==> config.mk <==
export PLATFORM = sky130hd
export DESIGN_NAME = fetch_unit
export DESIGN_NICKNAME = d
export VERILOG_FILES = /design/src/rtl/fetch_pkg.sv /design/src/rtl/fetch_wait_ctr.sv /design/src/rtl/fetch_unit.sv
export SDC_FILE = /design/constraint.sdc
export NUM_CORES = 1
export LEC_CHECK = 0
export CAP_MARGIN = 40
export CORE_MARGIN = 2
export CORE_UTILIZATION = 35
export CTS_BUF_LIST = sky130_fd_sc_hd__clkbuf_16
export CTS_CLUSTER_SIZE = 16
export DETAILED_ROUTE_END_ITERATION = 7
export PLACE_DENSITY = 0.74
export SYNTH_ARGS = -nofsm -noshare
export SYNTH_HDL_FRONTEND = slang
export SYNTH_SLANG_ARGS = --single-unit
==> constraint.sdc <==
create_clock -name clk -period 2.8 [get_ports clk]
set_input_delay 0.84 -clock clk [delete_from_list [all_inputs] [get_ports clk]]
set_output_delay 0.84 -clock clk [all_outputs]
set_load 0.005 [all_outputs]
==> src/rtl/fetch_pkg.sv <==
// fetch_pkg: shared types and ARF control constants for the instruction fetch unit.
package fetch_pkg;

  typedef enum logic [2:0] {
    ST_IDLE,
    ST_REQ_LO,
    ST_INC_LO,
    ST_REQ_HI,
    ST_INC_HI,
    ST_HOLD,
    ST_FAULT
  } fetch_state_e;

  // ARF function select
  localparam logic [1:0] FS_CLEAR = 2'b00;
  localparam logic [1:0] FS_LOAD  = 2'b01;
  localparam logic [1:0] FS_DEC   = 2'b10;
  localparam logic [1:0] FS_INC   = 2'b11;

  // ARF register enables {AR, SP, PCPrev, PC} and port-A select
  localparam logic [3:0] RSEL_PC   = 4'b0001;
  localparam logic [3:0] RSEL_NONE = 4'b0000;
  localparam logic [1:0] OSEL_PC   = 2'b11;

  function automatic logic is_req(input fetch_state_e s);
    return (s == ST_REQ_LO) || (s == ST_REQ_HI);
  endfunction

  function automatic logic is_inc(input fetch_state_e s);
    return (s == ST_INC_LO) || (s == ST_INC_HI);
  endfunction

endpackage

==> src/rtl/fetch_wait_ctr.sv <==
// fetch_wait_ctr: memory wait counter with clear, enable and terminal count.
// tc is raised during the MAX-th enabled cycle since the last clear.
module fetch_wait_ctr #(
  parameter int unsigned MAX = 15
) (
  input  logic clk,
  input  logic rst_n,
  input  logic clr,
  input  logic en,
  output logic tc
);

  localparam int unsigned W = (MAX < 2) ? 1 : $clog2(MAX);

  logic [W-1:0] cnt_q, cnt_d;

  assign tc = en && (cnt_q == W'(MAX - 1));

  // Next count: held at zero while cleared, saturates at the terminal value.
  always_comb begin
    cnt_d = cnt_q;
    if (clr)
      cnt_d = '0;
    else if (en && !tc)
      cnt_d = cnt_q + W'(1);
  end

  // Count register.
  always_ff @(posedge clk or negedge rst_n) begin
    if (!rst_n)
      cnt_q <= '0;
    else
      cnt_q <= cnt_d;
  end

endmodule

==> src/rtl/fetch_unit.sv <==
// fetch_unit: two-byte instruction fetch sequencer between ARF and decoder.
// Optional memory timeout with sticky fault: define FETCH_TIMEOUT_EN.
module fetch_unit
  import fetch_pkg::*;
#(
  parameter int unsigned MEM_WAIT_MAX = 15
) (
  input  logic        clk,
  input  logic        rst_n,
  input  logic        start,
  input  logic        flush,
  input  logic [7:0]  pc,
  output logic [1:0]  arf_out_a_sel,
  output logic [1:0]  arf_funsel,
  output logic [3:0]  arf_r_sel,
  output logic        mem_req,
  output logic [7:0]  mem_addr,
  input  logic        mem_ack,
  input  logic [7:0]  mem_rdata,
  output logic [15:0] ir,
  output logic        ir_valid,
  input  logic        ir_ready,
  output logic        fault
);

  fetch_state_e state_q, state_d;
  logic [15:0]  ir_q, ir_d;
  logic         ir_valid_q, ir_valid_d;
  logic         mem_req_q, mem_req_d;
  logic         inc_q, inc_d;
  logic [1:0]   arf_funsel_q, arf_funsel_d;
  logic         timeout;

`ifdef FETCH_TIMEOUT_EN
  logic fault_q, fault_d;

  // Counter sits at zero outside request phases, so every REQ entry starts from 0.
  fetch_wait_ctr #(
    .MAX (MEM_WAIT_MAX)
  ) u_wait_ctr (
    .clk   (clk),
    .rst_n (rst_n),
    .clr   (~mem_req_q),
    .en    (mem_req_q & ~mem_ack),
    .tc    (timeout)
  );

  assign fault = fault_q;
`else
  logic unused_cfg;

  assign timeout    = 1'b0;
  assign fault      = 1'b0;
  assign unused_cfg = (MEM_WAIT_MAX == 0);
`endif

  assign arf_out_a_sel = OSEL_PC;
  assign mem_addr      = pc;
  assign mem_req       = mem_req_q;
  assign ir            = ir_q;
  assign ir_valid      = ir_valid_q;
  assign arf_funsel    = arf_funsel_q;
  // A flush in the increment cycle must not touch PC.
  assign arf_r_sel     = (inc_q && !flush) ? RSEL_PC : RSEL_NONE;

  // Next state, byte capture and registered output decode.
  always_comb begin
    state_d = state_q;
    ir_d    = ir_q;
    unique case (state_q)
      ST_IDLE:   if (start) state_d = ST_REQ_LO;
      ST_REQ_LO: begin
        if (mem_ack) begin
          ir_d[7:0] = mem_rdata;
          state_d   = ST_INC_LO;
        end else if (timeout) begin
          state_d = ST_FAULT;
        end
      end
      ST_INC_LO: state_d = ST_REQ_HI;
      ST_REQ_HI: begin
        if (mem_ack) begin
          ir_d[15:8] = mem_rdata;
          state_d    = ST_INC_HI;
        end else if (timeout) begin
          state_d = ST_FAULT;
        end
      end
      ST_INC_HI: state_d = ST_HOLD;
      ST_HOLD:   if (ir_ready) state_d = start ? ST_REQ_LO : ST_IDLE;
      ST_FAULT:  state_d = ST_FAULT;
      default:   state_d = ST_IDLE;
    endcase

    // Flush overrides everything except a fault; an ack in this cycle is dropped.
    if (flush && (state_q != ST_FAULT)) begin
      state_d = ST_IDLE;
      ir_d    = ir_q;
    end

    // Outputs are decoded from the next state so they register alongside it.
    mem_req_d    = is_req(state_d);
    inc_d        = is_inc(state_d);
    ir_valid_d   = (state_d == ST_HOLD);
    arf_funsel_d = inc_d ? FS_INC : FS_CLEAR;
`ifdef FETCH_TIMEOUT_EN
    fault_d      = (state_d == ST_FAULT);
`endif
  end

  // State and registered outputs.
  always_ff @(posedge clk or negedge rst_n) begin
    if (!rst_n) begin
      state_q      <= ST_IDLE;
      ir_q         <= '0;
      ir_valid_q   <= 1'b0;
      mem_req_q    <= 1'b0;
      inc_q        <= 1'b0;
      arf_funsel_q <= FS_CLEAR;
`ifdef FETCH_TIMEOUT_EN
      fault_q      <= 1'b0;
`endif
    end else begin
      state_q      <= state_d;
      ir_q         <= ir_d;
      ir_valid_q   <= ir_valid_d;
      mem_req_q    <= mem_req_d;
      inc_q        <= inc_d;
      arf_funsel_q <= arf_funsel_d;
`ifdef FETCH_TIMEOUT_EN
      fault_q      <= fault_d;
`endif
    end
  end

endmodule
== Word-level counts from Yosys, hierarchy flattened ==
Index checks and enable logic that the tools add are counted.

* Flip-flop bits (word level): 24
* Output and inout port bits: 35
* Input bits: 22
* Word-level logic and storage cells: 37

* Bitwise logic cells: 1
* Eq/ne operators: 12
* Multiplexer cells: 9
* Reductions and logical operators: 8

{| class="wikitable"
|+ Operators by type and width
! operator !! count
|-
| 3-bit one-hot mux with 7 select lines || 1
|-
| 3-bit == test, second input constant || 5
|-
| 3-bit two-way mux || 5
|-
| 3-bit by 2-bit == test with 1-bit output, second input constant || 4
|-
| 3-bit by 1-bit == test with 1-bit output, second input constant || 2
|-
| 3-bit AND reduction || 2
|-
| 3-bit zero test || 1
|-
| 3-bit inequality test, second input constant || 1
|-
| 1-bit logical AND || 2
|-
| 1-bit logical OR || 2
|-
| 1-bit two-way mux || 2
|-
| 2-bit two-way mux || 1
|-
| 1-bit zero test || 1
|-
| 1-bit inverter || 1
|}

== Depth between registers and ports, before layout ==
* Word-level depth: 7
* Depth in mapped cells: 5
* Mapped depth without buffers: 4

== Worst setup path after synthesis ==
Ideal clock, no wire load.

* Path type: in2out
* Start point: in flush
* End point: out arf_r_sel[0]
* Stages on the path: 2
* Setup slack: 0.767 ns
* Buffers on the path: 1
* Required time: 1.960 ns
* Data arrival time: 1.193 ns
* Cell sequence: clkbuf_1 > nor2b_1

* Longest elaborated chain between the ends: 3

{| class="wikitable"
|+ RTL lines
! item !! RTL line !! text
|-
| from (decl) || fetch_unit.sv:11 || <nowiki>input logic flush,</nowiki>
|-
| 1-bit zero test || fetch_unit.sv:64 || <nowiki>assign arf_r_sel = (inc_q && !flush) ? RSEL_PC : RSEL_NONE;</nowiki>
|-
| 1-bit logical AND || fetch_unit.sv:64 ||
|-
| 1-bit two-way mux || fetch_unit.sv:64 ||
|-
| to (decl) || fetch_unit.sv:15 || <nowiki>output logic [3:0] arf_r_sel,</nowiki>
|}

No other way between the ends.

== Worst setup path after layout ==
Same ends and word-level chain as after synthesis.

==> impl_summary.md <==
Status
The run finished with clean final reports.

Worst setup path
Data on the critical path is required at its endpoint by 1.96 ns. The setup slack of the most critical reg-to-reg path is 1.19 ns. The startpoint of the worst-slack reg-to-reg timing path is state_q[2]. The startpoint type of the worst setup path is an input pin. The endpoint identified for the worst register-to-register timing path is ir[9]. For the worst flop-to-flop path, the logic depth is 3.

The start point of the critical path is flush. Of all nets on the critical path, the largest fanout is 2. The arrival time at the worst endpoint is 1.87 ns. The critical path is of the input pin to primary output type. The element type at the critical path end is a primary output.

Clock network
The clock latency on the worst-skew pair is 0.25 ns. In this run the number of H-tree levels came out at 1. The tree is rooted in a sky130_fd_sc_hd__clkbuf_16. TritonCTS built the clock tree. The clock-pin slew on the worst setup and hold paths is 0.06 ns. The buffers inserted during post-CTS setup optimization is 0. The tree built by TritonCTS fans out to 22 sinks. Clock tree synthesis inserted a total of 3 buffers. Counting along the longest clock path gives a buffer depth of 2. Once the clock tree was built, the resizer swapped 0 gates to a different size. The cts-stage hold buffer count is 0.

Synthesis
The number of warnings printed during yosys synthesis is 0. Summing the areas of all and, or, nand and nor instances in the mapped netlist gives 9.04% of the synthesized area. The post-synthesis compound-gate area fraction is 5.25%. Yosys mapped a number of flops with a built-in enable equal to 0. By area, the combinational part of the netlist is dominated by multiplexers. The prevailing post-synth register cell is sky130_fd_sc_hd__dfrtp_1.

In this run, synthesis produced a sequential element count of 22. The synthesized netlist devotes 0% of its cell area to adder and majority cells. After synthesis, flip-flops and latches occupy 53.7% of the total area. The synthesized area per cell is approximately 12 um^2.

Counting flops with an async set or reset pin after synthesis yields a share of 100%. The xor/xnor cell area share of the yosys netlist is 0%. The post-synthesis instance total is 84. In this run the cell area of the synthesized design comes to 0.00102 mm^2. The number of different library cells used by synthesis comes to 21.

After synthesis, the share of cell area in mux cells is 17.6%.

Floorplanning
In this run the standard cell core region covers roughly 0.0028 mm^2. The floorplan step defined a die boundary enclosing 0.00338 mm^2. The initial standard-cell utilization of the core is 37.2%. During I/O placement, the number of pins put on the boundary was 57. The die is 58.1 um wide.

The die height is slightly below 60 um. The row count is 19.

Drt
The final route contains 668 vias. The first routing iteration left 16 violations. Dividing the detail-routed wire length by the instance count gives 14.0 um. The post-detailed-route via-to-cell ratio is around 4.7. Once detail routing completed, the nets flagged for antenna violations numbered 0. The number of optimization iterations in the first detailed-route pass is 2.

The number of DRC violations after detailed routing is 0. The total length of routed wires is approximately 2000 um.

Pwr
Power spread over the standard cell area amounts to 737 mW/mm^2. In this run the static leakage power is around 0.61 nW. The maximum vdd ir drop is 472 uV.

Worst hold path
The hold-critical path endpoint is ir[14]. The startpoint identified for the worst hold timing path is ir[14]. The worst hold path belongs to the class flip-flop to flip-flop. The cell depth of the worst hold path is 1.

Finish
The post-layout instance area is between 0.001 and 0.0015 mm^2. The number of standard cells in the final layout excluding fillers is 141. The post-layout utilization of the core is 50.2%. Compared with the post-synthesis result, the final layout area differs by 35.0%. Of the cells placed in the final design, the portion with a size suffix greater than 1 is 22.7%. The number of antenna diodes in the final layout is 0. The final layout net count is 133.

Global route
In this run the most used layer during global routing was met2. The largest net degree at the start of global routing is 23. The overall overflow remaining after global route is 0. In the global route stage, met2 resource usage came out at 21.8%.

The met3 capacity usage during global routing is 4.91%. The global-route wire length before repair is 3140 um. The number of antenna violations at the first check in global routing came to 0.

The via count of the first global-routing pass was between 700 and 800. Global routing used 12.4% of the available tracks. For this run, global-route usage on met1 was measured as 12.8%.

Timing
The final critical-path share of the clock period is 96.7%. The clock arrives with 0.00484 ns of skew. Setup repair after global routing left no endpoint under its margin.

The number of pins with negative max-slew slack in the final report is 0. Setup violations remaining at the end of the flow were counted as 0. The clock period could shrink to around 2.7 ns. The highest attainable clock frequency is roughly 370 MHz.

The number of hold violations in the final report came to 0. The final total negative setup slack is 0 ns.

Placement
The placed standard-cell area is ~0.0013 mm^2. Summed over all nets, the half-perimeter wirelength after detailed placement is 1490 um. In this run, placement finished with an instance count of roughly 140.

The congestion estimate from routability-driven global placement came to 0.670. Input and output buffers added on the ports amount to 34.

Flow run
Max-cap violations in this run came to 0.
-- cells in the mapped netlist, drive strengths merged (2+ instances only) --
library cell  instances  area (um^2)
nor3                  2         21.3
mux2                 16          180
inv                   3         11.3
buf                  16          120
conb                  2         7.51
a21oi                 2         10.0
o21ai                 2         10.0
clkbuf                2         8.75
nand2                 5         18.8
nor2                  4         15.0
dfrtp                22          551
-- area by class of cell --
cell class | count | area, um^2
Timing Repair Buffer | 36 | 355
Sequential cell | 22 | 551
Inverter | 3 | 11.3
Clock inverter | 1 | 3.75
Tap cell | 31 | 38.8
Fill cell | 264 | 1370
Multi-Input combinational cell | 45 | 349
Clock buffer | 3 | 75.1
-- stage by stage --
step	setup WS, ns	hold slack, ns	power (mW)
4_1_cts	0.0811	0.508	1.04
6_report	0.0914	0.506	1.02
3_5_place_dp	0.0835	0.498	0.737
2_1_floorplan	0.767	0.504	0.549
3_3_place_gp	0.0934	0.487	0.722
5_1_grt	0.0322	0.513	1.08
-- worst max-delay path by stage --
stage                        end  slack (ns)
floorplan           arf_r_sel[0]        0.77
global placement    arf_r_sel[0]        0.09
detailed placement  arf_r_sel[0]        0.08
CTS                 arf_r_sel[0]        0.08
global route        arf_r_sel[0]        0.03
finish              arf_r_sel[0]        0.09
-- state kept, by name (all words and copies together), names as in the netlist --
| register | count |
|---|---|
| mem_req | 1 |
| arf_funsel | 1 |
| state_q | 3 |
| ir | 16 |
| ir_valid | 1 |
-- logic make-up after synthesis --
family          after synthesis
other cells                   2
buf+inv                      21
mux                          16
flops                        22
compound gates                8
simple gates                 15
-- critical path: stages --
cell                              delay [ns]
sky130_fd_sc_hd__clkdlybuf4s50_1        0.42
sky130_fd_sc_hd__nor2b_1                0.11
sky130_fd_sc_hd__clkdlybuf4s50_1        0.50
-- power by group --
part | switching (mW) | internal [mW]
Clock | 0.101 | 0.190
Sequential | 0.0438 | 0.397
Combinational | 0.0854 | 0.202
Total | 0.230 | 0.789
-- placed cells by master, fill, tap and decap left out --
| cell | n |
|---|---|
| sky130_fd_sc_hd__nand2b_4 | 1 |
| sky130_fd_sc_hd__a41o_2 | 1 |
| sky130_fd_sc_hd__nand2_1 | 5 |
| sky130_fd_sc_hd__clkbuf_16 | 3 |
| sky130_fd_sc_hd__mux2_2 | 16 |
| sky130_fd_sc_hd__buf_4 | 2 |
| sky130_fd_sc_hd__dfrtp_1 | 22 |
| sky130_fd_sc_hd__nor3_1 | 1 |
| sky130_fd_sc_hd__clkinv_1 | 1 |
| sky130_fd_sc_hd__nor3b_1 | 1 |
| sky130_fd_sc_hd__inv_1 | 3 |
| sky130_fd_sc_hd__o41ai_1 | 1 |
| sky130_fd_sc_hd__nor3_4 | 1 |
| sky130_fd_sc_hd__a21o_1 | 1 |
| sky130_fd_sc_hd__clkdlybuf4s50_1 | 34 |
| sky130_fd_sc_hd__nor2b_1 | 1 |
| sky130_fd_sc_hd__o21ai_0 | 2 |
| sky130_fd_sc_hd__conb_1 | 6 |
| sky130_fd_sc_hd__a31oi_1 | 1 |
| sky130_fd_sc_hd__a21oi_1 | 2 |
| sky130_fd_sc_hd__nor2_1 | 4 |
| sky130_fd_sc_hd__nand3_2 | 1 |
-- layer usage --
layer | part of all wire (%) | wire, um | vias up
li1 | - | - | 309
met1 | 36 | 717 | 318
met2 | 51 | 1020 | 35
met3 | 11 | 223 | 6
met4 | 0.76 | 15 | 0
met5 | 0 | 0 | -
(Power assumes the default switching activity.)
==> RTL change 1, RTL diff (config.mk and constraints unchanged) <==
The option `FETCH_TIMEOUT_EN` is turned on by a define.
--- a/src/rtl/fetch_unit.sv
+++ b/src/rtl/fetch_unit.sv
@@ -2,2 +2,4 @@
 // Optional memory timeout with sticky fault: define FETCH_TIMEOUT_EN.
+`define FETCH_TIMEOUT_EN
+
 module fetch_unit
Check against the original RTL: no difference found for any inputs over 10 cycles, from zero or initial values and one cycle with rst_n low; that may be too few to reach the edited logic, so the function may still have changed.
==> RTL change 1 against the unedited design <==
Count of clock-buffer cells in the layout is the same; final cell count grew 32%; critical endpoint unchanged; via count grew 30%; final area grew 25%; sequential cell count grew 5; worst setup slack lost 0.013 ns; wire length grew 25%; synthesized cell count grew 29%; sequential power grew 30%; global-route usage is essentially flat; power grew 28%; synthesized area grew 29%; sequential share of layout area shrank 0.77 points.
==> RTL change 1: results (changes against the unedited design) <==
Post-DP HPWL: 1920 µm (+28%)
maximum number of pins on one net before global-route repair: 28 (+22%)
drt first pass iters: 4 (+2)
met3 global-route usage: 0.0411 (-0.00801)
Starting DRT DRC Count: 24 (+8)
Via Count: 869 (+30%)
number of global-route vias before repair: 932 (+28%)
r2r endpoint: ir[15]
syn avg cell area: 12.2 µm² (+0.28%)
routed length on met3: 204 µm (-8.5%)
post-synthesis sequential area ratio: 0.511 (-0.0259)
outcome: finished, final reports clean
Reg-to-Reg Start: u_wait_ctr.cnt_q[0]
met1 Use GR: 0.139 (+0.0103)
first-pass GRT wire length: 4080 µm (+30%)
Lkg Pwr: 0.764 nW (+25%)
Final nets: 163 (+23%)
Metal-1 WL: 988 µm (+38%)
synth top area cells: dfrtp_1 (51%), mux2_2 (12%), buf_4 (8.5%), mux2_4 (2.3%), xnor2_1 (2.0%)
mux cell area share after synthesis: 0.150 (-0.0262)
Hold Crit Start: ir[4]
share of layout cells above drive strength 1: 0.217 (-0.00988)
met2 wire length: 1270 µm (+25%)
fillers: 343 (+30%)
DRT Wirelength: 2470 µm (+25%)
met2 Usage GRT: 0.218 (+0.000580)
post-route minimum period: 2.72 ns (+0.0127 ns)
area share of xor/xnor cells in the synthesized design: 0.0199 (+0.0199)
NetSw: 0.309 mW (+34%)
Synth top cells by count: dfrtp_1 (27), buf_4 (15), mux2_2 (14), nand2_1 (6)
r2r worst-path depth: 6 (+3)
post-synthesis adder-cell area fraction: 0.0189 (+0.0189)
post-synthesis compound-gate area fraction: 0.0833 (+0.0308)
Max rail drop VDD: 0.000545 V (+15%)
RTL change 1: cell types whose count changed after synthesis, sizes merged, moves of 2 or more:
cell	before	now
inv	3	6
clkbuf	2	0
and2	0	4
nand3	1	4
xnor2	0	3
o211ai	0	2
dfrtp	22	27
ha	0	2
RTL change 1: how the worst max path moves through the flow:
stage,start,endpoint,slack (ns),cells after the start
2_1_floorplan,mem_ack,ir[10],0.69,4
3_3_place_gp,flush,arf_r_sel[0],0.08,3
3_5_place_dp,mem_ack,ir[15],0.06,5
4_1_cts,flush,arf_r_sel[0],0.07,3
5_1_grt,flush,arf_r_sel[0],0.06,3
6_report,flush,arf_r_sel[0],0.08,3
RTL change 1: area by class of cell:
cell class              instances  area share
inverters                       6      0.0145
clock inverters                 1     0.00217
well taps                      48      0.0347
multi-input cells              63       0.300
clock buffers                   3      0.0434
repair buffers                 38       0.215
flip-flops and latches         27       0.390
RTL change 1: kinds of logic (layout without fill, tap and decap cells):
family | after synthesis | in the layout
compound gates | 10 | 10
fa+ha+maj | 2 | 2
flops | 27 | 27
xor+xnor | 3 | 3
mux | 17 | 17
other cells | 2 | 5
buf+inv | 21 | 48
simple gates | 26 | 26
RTL change 1: power groups by stage:
stage,Combinational [mW],Sequential [mW],Clock (mW)
finish,0.422,0.573,0.306
global route,0.458,0.589,0.333
CTS,0.431,0.576,0.320
detailed placement,0.426,0.578,0
global placement,0.418,0.571,0
floorplan,0.155,0.576,0
RTL change 1: stage by stage:
step / util / worst slack, ns / hold WS (ns)
2_1_floorplan: - / 0.694 / 0.504
3_3_place_gp: 0.455 / 0.0813 / 0.490
3_5_place_dp: 0.455 / 0.0563 / 0.494
4_1_cts: 0.477 / 0.0709 / 0.511
5_1_grt: 0.477 / 0.0553 / 0.533
6_report: 0.477 / 0.0788 / 0.510
==> RTL change 2, RTL diff (same settings) <==
Made on the original files. The 7 states of `fetch_state_e` get a one-hot encoding in 7 bits.
--- a/src/rtl/fetch_pkg.sv
+++ b/src/rtl/fetch_pkg.sv
@@ -3,10 +3,10 @@
 
-  typedef enum logic [2:0] {
-    ST_IDLE,
-    ST_REQ_LO,
-    ST_INC_LO,
-    ST_REQ_HI,
-    ST_INC_HI,
-    ST_HOLD,
-    ST_FAULT
+  typedef enum logic [6:0] {
+    ST_IDLE   = 7'b0000001,
+    ST_REQ_LO = 7'b0000010,
+    ST_INC_LO = 7'b0000100,
+    ST_REQ_HI = 7'b0001000,
+    ST_INC_HI = 7'b0010000,
+    ST_HOLD   = 7'b0100000,
+    ST_FAULT  = 7'b1000000
   } fetch_state_e;
Formal check against the unedited RTL: no difference found for any inputs over 10 cycles, from zero or initial values and one cycle with rst_n low; not proved beyond that.
==> RTL change 2 against the unedited design <==
First-iteration DRC count is 25% lower; power down 1.8%; wire length up 32%; synthesized cell count increased by 38%; combinational power is 20% lower; sequential share of layout area fell by 1.5 points; critical path depth did not move; worst setup slack lost 0.0036 ns; final area grew 23%; count of clock-buffer cells in the layout unchanged; sequential cell count is 4 higher; synthesized area rose by 31%.
==> RTL change 2: results (changes against the unedited design) <==
Starting DRT DRC Count: 12 (-4)
post-synthesis compound-gate area fraction: 0.0700 (+0.0175)
Lkg Pwr: 0.794 nW (+30%)
area share of xor/xnor cells in the synthesized design: 0.0131 (+0.0131)
r2r worst-path depth: 4 (+1)
#MultiIn Comb: 68 (+51%)
# H-tree levels: 1 (unchanged)
syn avg cell area: 11.6 µm² (-5.2%)
share of layout cells above drive strength 1: 0.187 (-0.0402)
Final nets: 162 (+22%)
final setup skew: 0.00201 ns (-0.00284 ns)
Hold WC Path Type: reg2reg
Max rail drop VDD: 0.000387 V (-18%)
met3 global-route usage: 0.0324 (-0.0167)
GRT Overall Usage: 0.129 (+0.00573)
met2 wire length: 1340 µm (+32%)
proportion of cell area spent on the clock network: 0.0463 (-0.0107)
vias per inst: 4.91 (+3.6%)
Routability Congestion: 0.937 (+40%)
drt first pass iters: 4 (+2)
WL/cell: 13.9 µm (-0.78%)
outcome: finished, final reports clean
Hold Crit Depth: 1 (unchanged)
multi-input combinational cell area: 534 µm² (+53%)
Post-DP HPWL: 1960 µm (+31%)
fillers: 333 (+26%)
Sequential Area: 652 µm² (+18%)
met1 Use GR: 0.155 (+0.0261)
synth unique cells: 37 (+76%)
Non-clk bufs: 37 (+2.8%)
met2 Usage GRT: 0.225 (+0.00722)
maximum number of pins on one net before global-route repair: 27 (+17%)
synth top area cells: dfrtp_1 (47%), mux2_2 (13%), buf_4 (9.0%), nor4_1 (2.8%), dfstp_2 (2.0%)
mux cell area share after synthesis: 0.134 (-0.0415)
Via Count: 918 (+37%)
row count: 22 (+3)
NonClk Buf Share: 0.213 (-0.0437)
clock root cell: clkbuf_16
Synth top cells by count: dfrtp_1 (25), buf_4 (16), mux2_2 (16), nor4_1 (6), nor3_1 (5)
first-pass GRT wire length: 4330 µm (+38%)
number of global-route vias before repair: 939 (+29%)
Metal-1 WL: 1070 µm (+49%)
post-synthesis sequential area ratio: 0.486 (-0.0512)
Inverters: 4 (+1)
Post-Place Cell Area: 0.00162 mm² (+24%)
Placed Instances: 183 (+34%)
routed length on met3: 166 µm (-26%)
seq_cells: 26 (+18%)
top routing layer used: met4
RTL change 2: changes by cell type in the layout (fill, tap and decap cells not counted), sizes merged, moves of 2 or more:
| cell | before | now |
|---|---|---|
| nor4 | 0 | 6 |
| or4b | 0 | 2 |
| nand4 | 0 | 2 |
| nand2 | 5 | 2 |
| nor2b | 1 | 4 |
| nor3 | 2 | 5 |
| o211a | 0 | 2 |
| dfrtp | 22 | 25 |
| xnor2 | 0 | 2 |
RTL change 2: power breakdown:
| group | total [mW] | internal (mW) | leakage [nW] | switching (mW) |
|---|---|---|---|---|
| clock network | 0.308 | 0.191 | 0.0385 | 0.117 |
| registers | 0.463 | 0.425 | 0.354 | 0.0376 |
| logic | 0.230 | 0.147 | 0.402 | 0.0831 |
| total | 1.00 | 0.763 | 0.794 | 0.238 |
RTL change 2: metrics by stage:
stage	utilization	hold WS [ns]	setup slack (ns)
after floorplan	-	0.504	0.820
after global placement	0.444	0.487	0.0936
after detailed placement	0.444	0.496	0.0813
after CTS	0.465	0.512	0.0806
after global routing	0.465	0.530	0.0333
final	0.465	0.506	0.0878
RTL change 2: final timing paths:
| path | slack, ns | startpoint | to |
|---|---|---|---|
| max in group asynchronous | 1.56 | rst_n | state_q[0] |
| worst min-delay path | 0.51 | ir[14] | ir[14] |
| worst min register to register | 0.51 | ir[14] | ir[14] |
| worst max register to register | 0.82 | state_q[1] | ir[9] |
| worst max-delay path | 0.09 | flush | arf_r_sel[0] |
| min in group asynchronous | 0.95 | rst_n | ir[9] |
RTL change 2: worst max-delay path: stages:
cell and delay (ns):
clkdlybuf4s50_1 0.42, nor2b_1 0.11, clkdlybuf4s50_1 0.50
